--- config.mk ---
export PLATFORM = sky130hd
export DESIGN_NAME = alu_sequencer
export DESIGN_NICKNAME = d
export VERILOG_FILES = /design/src/rtl/alu_sequencer.sv
export SDC_FILE = /design/constraint.sdc
export NUM_CORES = 1
export LEC_CHECK = 0
export CORE_MARGIN = 1.5
export CORE_UTILIZATION = 46
export DETAILED_ROUTE_END_ITERATION = 12
export PLACE_DENSITY = 0.83
export SLEW_MARGIN = 5
export SYNTH_ARGS = -nofsm -noshare
export SYNTH_HDL_FRONTEND = slang
export SYNTH_SLANG_ARGS = --single-unit
--- constraint.sdc ---
create_clock -name clk -period 2.1 [get_ports clk]
set_clock_uncertainty 0.05 [all_clocks]
set_input_delay 0.21 -clock clk [delete_from_list [all_inputs] [get_ports clk]]
set_output_delay 0.21 -clock clk [all_outputs]
set_load 0.05 [all_outputs]
--- src/rtl/alu_sequencer.sv ---
`default_nettype none
// ============================================================================
// alu_sequencer : one-at-a-time request -> external ALU -> held result sequencer
// Revision: 1.0
// ============================================================================
module alu_sequencer #(
  parameter int SIZE = 2
) (
  input  logic                clk,
  input  logic                rst,
  input  logic                in_valid,
  output logic                in_ready,
  input  logic [3:0]          in_command,
  input  logic [SIZE-1:0]     in_a,
  input  logic [SIZE-1:0]     in_b,
  output logic                alu_enable,
  output logic [3:0]          alu_command,
  output logic [SIZE-1:0]     alu_a,
  output logic [SIZE-1:0]     alu_b,
  input  logic                alu_overflow,
  input  logic [2*SIZE-1:0]   alu_result,
  output logic                out_valid,
  input  logic                out_ready,
  output logic [2*SIZE-1:0]   out_result,
  output logic                out_overflow,
  output logic                out_illegal,
  output logic                sticky_overflow,
  input  logic                clear_sticky,
  output logic [7:0]          op_count
);

  typedef enum logic [1:0] {
    IDLE = 2'd0,
    EXEC = 2'd1,
    HOLD = 2'd2
  } state_t;

  state_t              state_q;
  logic [3:0]          cmd_q;
  logic [SIZE-1:0]     a_q;
  logic [SIZE-1:0]     b_q;
  logic [2*SIZE-1:0]   result_q;
  logic                ovf_q;
  logic                illegal_q;
  logic                in_ready_q;
  logic                out_valid_q;
  logic                alu_en_q;
  logic                sticky_q;
  logic                sticky_d;
  logic [7:0]          count_q;
  logic [7:0]          count_d;
  logic                handshake;
  logic                cmd_illegal;

  // Opcodes 12..15 have both top bits set.
  assign cmd_illegal = cmd_q[3] & cmd_q[2];
  assign handshake   = out_valid_q & out_ready;

  // A delivering overflow takes priority over a coincident clear.
  always_comb begin
    sticky_d = sticky_q;
    if (handshake && ovf_q) begin
      sticky_d = 1'b1;
    end else if (clear_sticky) begin
      sticky_d = 1'b0;
    end
    count_d = count_q + {7'd0, handshake};
  end

  always_ff @(posedge clk or posedge rst) begin
    if (rst) begin
      state_q     <= IDLE;
      cmd_q       <= 4'd0;
      a_q         <= '0;
      b_q         <= '0;
      result_q    <= '0;
      ovf_q       <= 1'b0;
      illegal_q   <= 1'b0;
      in_ready_q  <= 1'b1;
      out_valid_q <= 1'b0;
      alu_en_q    <= 1'b0;
      sticky_q    <= 1'b0;
      count_q     <= 8'd0;
    end else begin
      sticky_q <= sticky_d;
      count_q  <= count_d;
      case (state_q)
        IDLE: begin
          if (in_valid) begin
            state_q    <= EXEC;
            cmd_q      <= in_command;
            a_q        <= in_a;
            b_q        <= in_b;
            in_ready_q <= 1'b0;
            alu_en_q   <= ~(in_command[3] & in_command[2]);
          end
        end
        EXEC: begin
          state_q     <= HOLD;
          alu_en_q    <= 1'b0;
          out_valid_q <= 1'b1;
          illegal_q   <= cmd_illegal;
          result_q    <= cmd_illegal ? '0 : alu_result;
          ovf_q       <= cmd_illegal ? 1'b0 : alu_overflow;
        end
        HOLD: begin
          if (out_ready) begin
            state_q     <= IDLE;
            out_valid_q <= 1'b0;
            in_ready_q  <= 1'b1;
          end
        end
        default: begin
          state_q     <= IDLE;
          in_ready_q  <= 1'b1;
          out_valid_q <= 1'b0;
          alu_en_q    <= 1'b0;
        end
      endcase
    end
  end

  assign in_ready        = in_ready_q;
  assign out_valid       = out_valid_q;
  assign alu_enable      = alu_en_q;
  assign alu_command     = cmd_q;
  assign alu_a           = a_q;
  assign alu_b           = b_q;
  assign out_result      = result_q;
  assign out_overflow    = ovf_q;
  assign out_illegal     = illegal_q;
  assign sticky_overflow = sticky_q;
  assign op_count        = count_q;

endmodule
`default_nettype wire

# Word level (Yosys, flattened, before mapping)
# Index checks and enable logic that the tools add are counted.
# totals
ff_bits,28
input_bits,18
word_cells,46
# classes
add_sub_neg,1
n_eq_ne,4
muxes,14
n_bitwise,7
n_reduce_logical,8
# op_table
cell,count
adder 8 x 1 -> 8 bit,1
AND reduction 2 bit,4
two-way mux 1 bit,7
one-hot mux 1 bit (3 select lines),2
one-hot mux 2 bit (3 select lines),1
two-way mux 2 bit,2
two-way mux 4 bit,1
"inequality test 2 bit, second input constant",2
NOT 1 bit,4
bitwise AND 1 bit,3
AND reduction 3 bit,1
"== test 2 x 1 -> 1 bit, second input constant",1
"== test 2 bit, second input constant",1
logical NOT 2 bit,1
one-hot mux 1 bit (2 select lines),1
nonzero test 2 bit,1
logical AND 1 bit,1

# Depth between registers and ports, before layout
# Gate-level depths: netlist of the first run.
# depth
depth_word,4
mapped_depth,6
mapped_depth_nobuf,6

# Worst setup path after synthesis of the first run
# OpenSTA, ideal clock, no wires.
# synth_timing
kind,register to register
start,register out_valid_q (netlist: out_valid)
end,register count_q[6] (netlist: op_count[6])
setup_ps,82
arrival_time_ps,1580
t_required_ps,1968
setup_slack_ps,388
path_stages_with_launch,7
path_buffers,0
synth_period_minus_slack_ps,1712
path_cell_list,dfrtp_1 > and2_1 > ha_1 > ha_1 > nand3_1 > nor2_1 > xor2_1
# synth_via
elab_chain_cells,2
# synth_rtl
element,line_no,source
start: declaration,46,logic out_valid_q;
start signal: assignment,80,out_valid_q <= 1'b0;
start signal: assignment,101,out_valid_q <= 1'b1;
start signal: assignment,109,out_valid_q <= 1'b0;
bitwise AND 1 bit,57,assign handshake = out_valid_q & out_ready;
adder 8 x 1 -> 8 bit,67,"count_d = count_q + {7'd0, handshake};"
named net count_d[6],51,logic [7:0] count_d;
end signal: assignment,86,count_q <= count_d;
end: declaration,50,logic [7:0] count_q;
# The timed path passes the listed nets, and every way through them passes these cells.
# A chain may end at the register's enable or synchronous reset.

# Worst setup path after layout of the first run
# layout_timing
start,register in_ready_q (netlist: in_ready)
end,output port in_ready
# layout_rtl
element,line_no,source
start: declaration,45,logic in_ready_q;
start signal: assignment,79,in_ready_q <= 1'b1;
start signal: assignment,94,in_ready_q <= 1'b0;
start signal: assignment,110,in_ready_q <= 1'b1;
end: declaration,12,"output logic in_ready,"
# No word-level cell between the ends.

==> results of run 1 <==
[sequential cells by signal, summed over array words and instances, names as in the netlist, 2 cells and up]
signal,count
state_q,2
alu_command,4
alu_a,2
op_count,8
out_result,4
alu_b,2
[power by group]
part,switching [mW],internal (mW)
Clock,0.152,0.106
Combinational,1.02,0.646
Sequential,0.219,0.776
[worst reg2reg max path: stages, from the launching register on]
cell and delay (ns):
dfrtp_1 0.46, nor2b_2 0.21, nor2b_4 0.38, mux2_4 0.33
[path summary, 6_finish.rpt]
check,to,start
setup / recovery,in_ready,in_ready
hold / removal,alu_command[2],rst
setup reg to reg,alu_a[1],state_q[1]
hold reg to reg,op_count[7],op_count[7]
max in group asynchronous,op_count[6],rst
min in group clk,alu_enable,in_command[3]
[layout make-up]
class / instances / area (sq um) / share of cell area [%]
Clock buffer: 4 / 36.28 / 2.227
Sequential cell: 28 / 701.9 / 43.09
Timing Repair Buffer: 45 / 445.4 / 27.34
Multi-Input combinational cell: 47 / 402.9 / 24.73
Tap cell: 28 / 35.03 / 2.151
Inverter: 2 / 7.507 / 0.4608
[metrics by stage]
stage	worst slack [ns]	util [%]
after floorplan	0.3885	-
after global placement	0.3159	69.98
after detailed placement	0.2432	69.98
after CTS	0.1370	71.58
after global routing	0.1029	71.58
final	0.1490	71.58
[Yosys cell counts, types with 2 or more instances]
library cell	number	area (sq um)
a22o_1	6	52.55
dfrtp_1	27	675.7
ha_1	2	25.02
inv_1	2	7.510
mux2_4	8	120.1
nand2_1	6	22.52
nand3_1	2	10.01
nor2_1	5	18.77
o21ai_0	2	10.01
xnor2_1	4	35.03
xor2_1	2	17.52
[kinds of logic after synthesis]
kind of cell,Yosys count,share of synthesized area (%)
muxes,8,10.50
AOI/OAI and AO/OA,12,9.082
buffers and inverters,4,3.392
and+or+nand+nor,19,8.863
adders and majority gates,2,2.188
DFF,28,61.38
xor gates and xnor gates,6,4.595
[metal layers]
metal	global-route usage (%)	wire, microns
met2	28.96	1018
met5	0	0
met4	7.692	25
met3	3.672	128
met1	26.45	1049
==> reports/results.ini, run 1 <==
[layout]
area_growth_syn_to_layout_pct = 42.45
fillCellCount = 166
final_common_cell = clkdlybuf4s50_1
nets = 147
layout_common_cells = clkdlybuf4s50_1 (43), dfrtp_1 (27), mux2_4 (8)
final_area_sq_mm = 0.001629
drive_gt1_share_pct = 14.29
antennaDiodeCount = 0
instances_no_fill = 154

[timing]
setup_viol = 0
setup_tns_ns = 0
hold_viol = 0
hold_slack_ns = 0.1998
report.final.slew_viol_count = 0
max_slew_margin_pct = 58.61
finalCritPeriodShare_pct = 92.91
rsz0062_at_grt = no
fmax_mhz = 512.6
worst_pin_slew_ns = 0.6201
finalCriticalPeriod_ns = 1.951

[clock_network]
clk_latency_ns = 0.32
htree_levels = 1
cts_num_sinks = 28
path_clk_slew_ns = 0.14
cts_tree = done
cts.path.max_buffers = 2
cts_setup_buffers = 0
cts_buffers = 3
root_buffer = clkbuf_4
hold_buffers = 0
post_cts_resized = 0

[yosys]
yosysUniqueCellTypes = 24
yosys_warnings = 0
synth_edf_count = 0
synth_seq_cells = 28
syn_area_per_cell_sq_um = 14.48
ys.flop_type = dfrtp_1
synthesis.area_sq_mm = 0.001144
syn_inst = 79
postSynth.asyncResetShare_pct = 100.0
yosysSeqAreaShare_pct = 61.38
synth_nets = 99

[worst_hold_path]
hp-class = primary input to asynchronous set/reset pin

[worst_setup_path]
critPathLaunchType = flip-flop
cpPeakStageDelay_ns = 0.80
crit_slowest_cell = clkdlybuf4s50_1
cp.depth = 1
cp_cell_sequence = clkdlybuf4s50_1
path_buf_inv = 1
cp_max_fo = 3
crit_family = buffers and inverters
crit_path_end_kind = primary output
arrival_ns = 1.69
r2r_cells = 3
path_class = flip-flop to primary output
required_ns = 1.84
rrSetupSlack_ns = 0.57

[die]
dieWidth_microns = 52.86
rows = 17
fp.dieH_microns = 52.86
die-area_sq_mm = 0.002794
start_util_pct = 50.25
ioPinCount = 44
core_area_sq_mm = 0.002276

[power]
power_density_mw_per_mm2 = 1795
power.total_mw = 2.923
irDropWorstVdd_mv = 1.482
p_leak_nw = 0.7254

[detailed_routing]
firstDrtPassIters = 5
drc = 0
num_vias = 785
drt-total-wl_microns = 2221
drt_iter0_drc = 6
via_per_inst = 5.097
drtAntennaViolNets = 0
routedWlPerCell_microns = 14.42

[global_route]
grt_first_pass_wirelength_microns = 3781
track_usage_pct = 18.93
grt_pass1_vias = 793
gr-total-overflow = 0
grt_max_degree = 19
antenna_found_initial = 0

[run]
max_cap_viol_count = 0

[placed_design]
gp_congestion = 0.7066
placed_area_sq_mm = 0.001593
io_buffers = 43
dp_cells = 150
hpwlAfterDp_microns = 1694

[status]
status = finished, final reports clean

No activity file was read; power rests on OpenSTA's default activity.
==> run 2: changes to the inputs <==
- CORE_UTILIZATION: 46 -> 47
- DONT_BUFFER_PORTS: unset -> 1
- PLACE_DENSITY: 0.83 -> unset
==> run 2 against run 1 <==
Net effect: cell area fell by 13%; worst hold slack worse by 0.093 ns; die area decreased by 2.0%; via count shrank 8.8%; clock-buffer cell count is 1 lower; routed wire length down 0.81%; non-clock buffer count fell by 21; largest cell class unchanged.
==> reports/results.ini, run 2 (same netlist as run 1, synthesis figures left out) <==
[placed_design]
hpwlAfterDp_microns = 1440  ; was 1694 microns
pre_cts_slack_ns = 0.6065  ; was 0.2432 ns
gp_congestion = 0.7209  ; was 0.7066
io_buffers = 0  ; was 43

[layout]
largest_reg_flops = 8  ; unchanged
drive_gt1_share_pct = 21.90  ; was 14.29%
fillCellCount = 203  ; was 166
area_growth_syn_to_layout_pct = 24.40  ; was 42.45%
nets = 126  ; was 147
layout_common_cells = dfrtp_1 (27), dlygate4sd3_1 (17), mux2_4 (8)  ; was clkdlybuf4s50_1 (43), dfrtp_1 (27), mux2_4 (8)
final_common_cell = dfrtp_1  ; was clkdlybuf4s50_1
antennaDiodeCount = 0  ; unchanged

[detailed_routing]
via_per_inst = 5.383  ; was 5.097
firstDrtPassIters = 4  ; was 5
drt-total-wl_microns = 2203  ; was 2221 microns
drtAntennaViolNets = 0  ; unchanged
drc = 0  ; unchanged
num_vias = 716  ; was 785
routedWlPerCell_microns = 16.56  ; was 14.42 microns
drt_iter0_drc = 11  ; was 6

[clock_network]
htree_levels = 1  ; unchanged
cts_buffers = 3  ; unchanged
cts.path.max_buffers = 2  ; unchanged
root_buffer = clkbuf_4  ; unchanged
clk_latency_ns = 0.33  ; was 0.32 ns
cts_num_sinks = 28  ; unchanged
cts_tree = done  ; unchanged
path_clk_slew_ns = 0.15  ; was 0.14 ns

[global_route]
use_met1_pct = 23.45  ; was 26.45%
gr-total-overflow = 0  ; unchanged
antenna_found_initial = 0  ; unchanged
track_usage_pct = 18.43  ; was 18.93%
grt_pass1_vias = 734  ; was 793
use_met2_pct = 29.17  ; was 28.96%
grt_first_pass_wirelength_microns = 3567  ; was 3781 microns
grt_max_degree = 17  ; was 19
use_met3_pct = 6.286  ; was 3.672%
grt.busiest_layer = met2  ; unchanged

[timing]
max_slew_margin_pct = 59.88  ; was 58.61%
finalCritPeriodShare_pct = 85.11  ; was 92.91%
worst_pin_slew_ns = 0.6017  ; was 0.6201 ns
finalCriticalPeriod_ns = 1.787  ; was 1.951 ns
setup_ws_ns = 0.3128  ; was 0.1490 ns
setup_viol = 0  ; unchanged
rsz0062_at_grt = no  ; unchanged
hold_viol = 0  ; unchanged
setup_tns_ns = 0  ; unchanged
report.final.slew_viol_count = 0  ; unchanged
fmax_mhz = 559.5  ; was 512.6 MHz

[status]
status = finished, final reports clean  ; unchanged

[worst_setup_path]
path_class = flip-flop to flip-flop  ; was flip-flop to primary output
cp_max_fo = 2  ; was 3
critPathLaunchType = flip-flop  ; unchanged
required_ns = 2.32  ; was 1.84 ns
crit_path_end_kind = flip-flop  ; was primary output
arrival_ns = 2.01  ; was 1.69 ns

[die]
core_area_sq_mm = 0.002255  ; was 0.002276 sq mm
die-area_sq_mm = 0.002738  ; was 0.002794 sq mm
dieWidth_microns = 52.33  ; was 52.86 microns
rows = 17  ; unchanged
fp.dieH_microns = 52.33  ; was 52.86 microns
start_util_pct = 50.72  ; was 50.25%
ioPinCount = 44  ; unchanged

[run]
max_cap_viol_count = 0  ; unchanged

[worst_hold_path]
hp-class = primary input to flip-flop  ; was primary input to asynchronous set/reset pin

[run 2: changes by cell type in the layout (fill, tap and decap cells not counted), sizes merged]
cell	previous run	this run
dlygate4sd3	0	17
clkbuf	4	3
bufinv	0	1
buf	2	7
clkdlybuf4s50	43	0
[run 2: what timing repair did]
| action | 4_1_cts | 5_1_grt |
|---|---|---|
| gates resized for setup | 0 | 0 |
| hold buffers | 16 | 1 |
| setup buffers | 0 | 0 |
| hold endpoints to repair | 30 | 1 |
[run 2: final timing paths]
| path | slack (ns) | end | startpoint | depth (start not counted) |
|---|---|---|---|---|
| max | 0.31 | alu_enable | alu_enable | 3 |
| min | 0.11 | in_ready | out_ready | 3 |
| max reg2reg | 0.31 | alu_enable | alu_enable | 3 |
| min reg2reg | 0.48 | op_count[0] | op_count[0] | 1 |
| max in group asynchronous | 1.00 | in_ready | rst | 3 |
| min in group asynchronous | 0.33 | alu_b[1] | rst | 2 |
[run 2: routing by layer]
| layer | vias up | wire (microns) |
|---|---|---|
| met5 | - | 0 |
| met1 | 359 | 918 |
| met2 | 26 | 1133 |
| met4 | 0 | 17 |
| met3 | 2 | 134 |
| li1 | 329 | - |
[run 2: worst max-delay path, cell delays in order (launching register included)]
cell           delay, ns
dfrtp_1             0.67
nor2_1              0.10
a311oi_1            0.30
dlygate4sd3_1       0.61
[run 2: metrics by stage]
stage               instance area, sq um  hold WS, ns  cells  util, %
floorplan                           1144       0.2247     79        -
global placement                    1200       0.1230    112    53.22
detailed placement                  1200       0.1304    112    53.22
CTS                                 1413      0.01044    132    62.65
global route                        1423       0.1105    133    63.10
finish                              1423       0.1070    133    63.10
[run 2: cell type report]
type                    instances  area [sq um]  area share, %
inverters                       2         7.507         0.5277
clock inverters                 1         30.03          2.111
clock buffers                   3         22.52          1.583
multi-input cells              47         402.9          28.32
repair buffers                 24         222.7          15.66
well taps                      28         35.03          2.463
flip-flops and latches         28         701.9          49.34
Power of run 2 is left out: the tool's default activity adds up to more than one toggle a clock period on the data nets, which glitch-free logic cannot reach.
==> run 3: changes to the inputs <==
- CORE_UTILIZATION: 47 -> 55
- PLACE_DENSITY: unset -> 0.7
==> run 3 against run 2 <==
Net effect: routed wire length fell by 5.7%; worst setup slack gained 0.043 ns; cell area down 1.3%; clock-buffer cell count is the same; via count decreased by 4.6%; critical path depth unchanged; global-route usage grew 1.0 points; register-to-register slack gained 0.04 ns; highest routed layer unchanged.
==> reports/results.ini, run 3 (same netlist as run 1, synthesis figures left out) <==
[status]
status = finished, final reports clean  ; unchanged

[layout]
nets = 124  ; was 126
area_growth_syn_to_layout_pct = 22.76  ; was 24.40%
largest_reg_flops = 8  ; unchanged
antennaDiodeCount = 0  ; unchanged
drive_gt1_share_pct = 21.36  ; was 21.90%
final_common_cell = dfrtp_1  ; unchanged
layout_common_cells = dfrtp_1 (27), dlygate4sd3_1 (16), mux2_4 (8)  ; was dfrtp_1 (27), dlygate4sd3_1 (17), mux2_4 (8)

[die]
fp.dieH_microns = 48.60  ; was 52.33 microns
die-area_sq_mm = 0.002362  ; was 0.002738 sq mm
start_util_pct = 58.29  ; was 50.72%
rows = 16  ; was 17
core_area_sq_mm = 0.001962  ; was 0.002255 sq mm
dieWidth_microns = 48.60  ; was 52.33 microns
ioPinCount = 44  ; unchanged

[global_route]
grt_max_degree = 29  ; was 17
antenna_found_initial = 0  ; unchanged
grt_pass1_vias = 748  ; was 734
gr-total-overflow = 0  ; unchanged
grt_first_pass_wirelength_microns = 3525  ; was 3567 microns
track_usage_pct = 19.42  ; was 18.43%

[worst_setup_path]
rrSetupSlack_ns = 0.36  ; was 0.31 ns
critPathLaunchType = flip-flop  ; unchanged
required_ns = 2.31  ; was 2.32 ns
cpPeakStageDelay_ns = 0.67  ; about the same
arrival_ns = 1.96  ; was 2.01 ns
crit_slowest_cell = dfrtp_1  ; unchanged
crit_family = flip-flops  ; unchanged
crit_path_end_kind = flip-flop  ; unchanged
r2r_cells = 3  ; unchanged
cp.depth = 3  ; unchanged
cp_max_fo = 2  ; unchanged
path_buf_inv = 1  ; unchanged
path_class = flip-flop to flip-flop  ; unchanged
cp_cell_sequence = nor2_1, a311oi_1, dlygate4sd3_1  ; unchanged

[timing]
report.final.slew_viol_count = 0  ; unchanged
setup_viol = 0  ; unchanged
max_slew_margin_pct = 58.10  ; was 59.88%
rsz0062_at_grt = no  ; unchanged
fmax_mhz = 573.2  ; was 559.5 MHz
finalCritPeriodShare_pct = 83.07  ; was 85.11%
setup_tns_ns = 0  ; unchanged
hold_viol = 0  ; unchanged
worst_pin_slew_ns = 0.6285  ; was 0.6017 ns
finalCriticalPeriod_ns = 1.745  ; was 1.787 ns

[detailed_routing]
drt-total-wl_microns = 2077  ; was 2203 microns
num_vias = 683  ; was 716
drc = 0  ; unchanged
drtAntennaViolNets = 0  ; unchanged
firstDrtPassIters = 3  ; was 4
via_per_inst = 5.254  ; was 5.383
drt_iter0_drc = 6  ; was 11
routedWlPerCell_microns = 15.98  ; was 16.56 microns

[placed_design]
gp_congestion = 0.7176  ; was 0.7209
io_buffers = 0  ; unchanged
hpwlAfterDp_microns = 1377  ; was 1440 microns

[clock_network]
clk_latency_ns = 0.31  ; was 0.33 ns
root_buffer = clkbuf_4  ; unchanged
cts_num_sinks = 28  ; unchanged
htree_levels = 1  ; unchanged
cts_buffers = 3  ; unchanged
cts_tree = done  ; unchanged
cts.path.max_buffers = 2  ; unchanged
path_clk_slew_ns = 0.14  ; was 0.15 ns

[run]
max_cap_viol_count = 0  ; unchanged

[worst_hold_path]
whs_path_depth = 2  ; was 3
hp-class = primary input to flip-flop  ; unchanged

-- run 3: cell count changes in the layout (fill, tap and decap cells not counted) --
cell,delta
dlygate4sd3_1,-1
buf_4,-1
-- run 3: final cells by class --
class                   count  area [sq um]
clock buffers               3         22.52
multi-input cells          47         402.9
well taps                  27         33.78
fillers                   152         558.0
clock inverters             1         30.03
inverters                   2         7.507
repair buffers             22         205.2
flip-flops and latches     28         701.9
-- run 3: repair_timing --
item / in CTS / in global routing
endpoints found under the hold margin: 42 / 0
setup buffers: 0 / 0
gates resized for setup: 0 / 0
endpoints found under the setup margin: 0 / 0
hold buffers: 16 / 0
-- run 3: routing by layer --
layer | share of wire [%] | track usage [%] | wire length (microns)
met1 | 42 | 25.95 | 864
met3 | 4.7 | 3.086 | 98
met4 | 0.72 | 5.714 | 15
met2 | 53 | 32.88 | 1098
met5 | 0 | 0 | 0
-- run 3: worst paths after layout --
check                              from               to
min in group asynchronous           rst         alu_a[0]
hold / removal             clear_sticky  sticky_overflow
hold reg to reg             op_count[0]      op_count[0]
max in group asynchronous           rst         in_ready
setup reg to reg             alu_enable       alu_enable
setup / recovery             alu_enable       alu_enable
-- run 3: per-stage QoR --
stage                     area [sq um]  setup slack (ns)  util, %  cells  hold WS (ns)
after floorplan                   1144            0.3885        -     79        0.2247
after global placement            1191            0.6267    60.71    110        0.1296
after detailed placement          1191            0.6006    60.71    110        0.1346
after CTS                         1404            0.4109    71.56    130       0.01936
after global routing              1404            0.2955    71.56    130       0.04023
final                             1404            0.3555    71.56    130       0.02489
Power of run 3 is left out for the same reason.
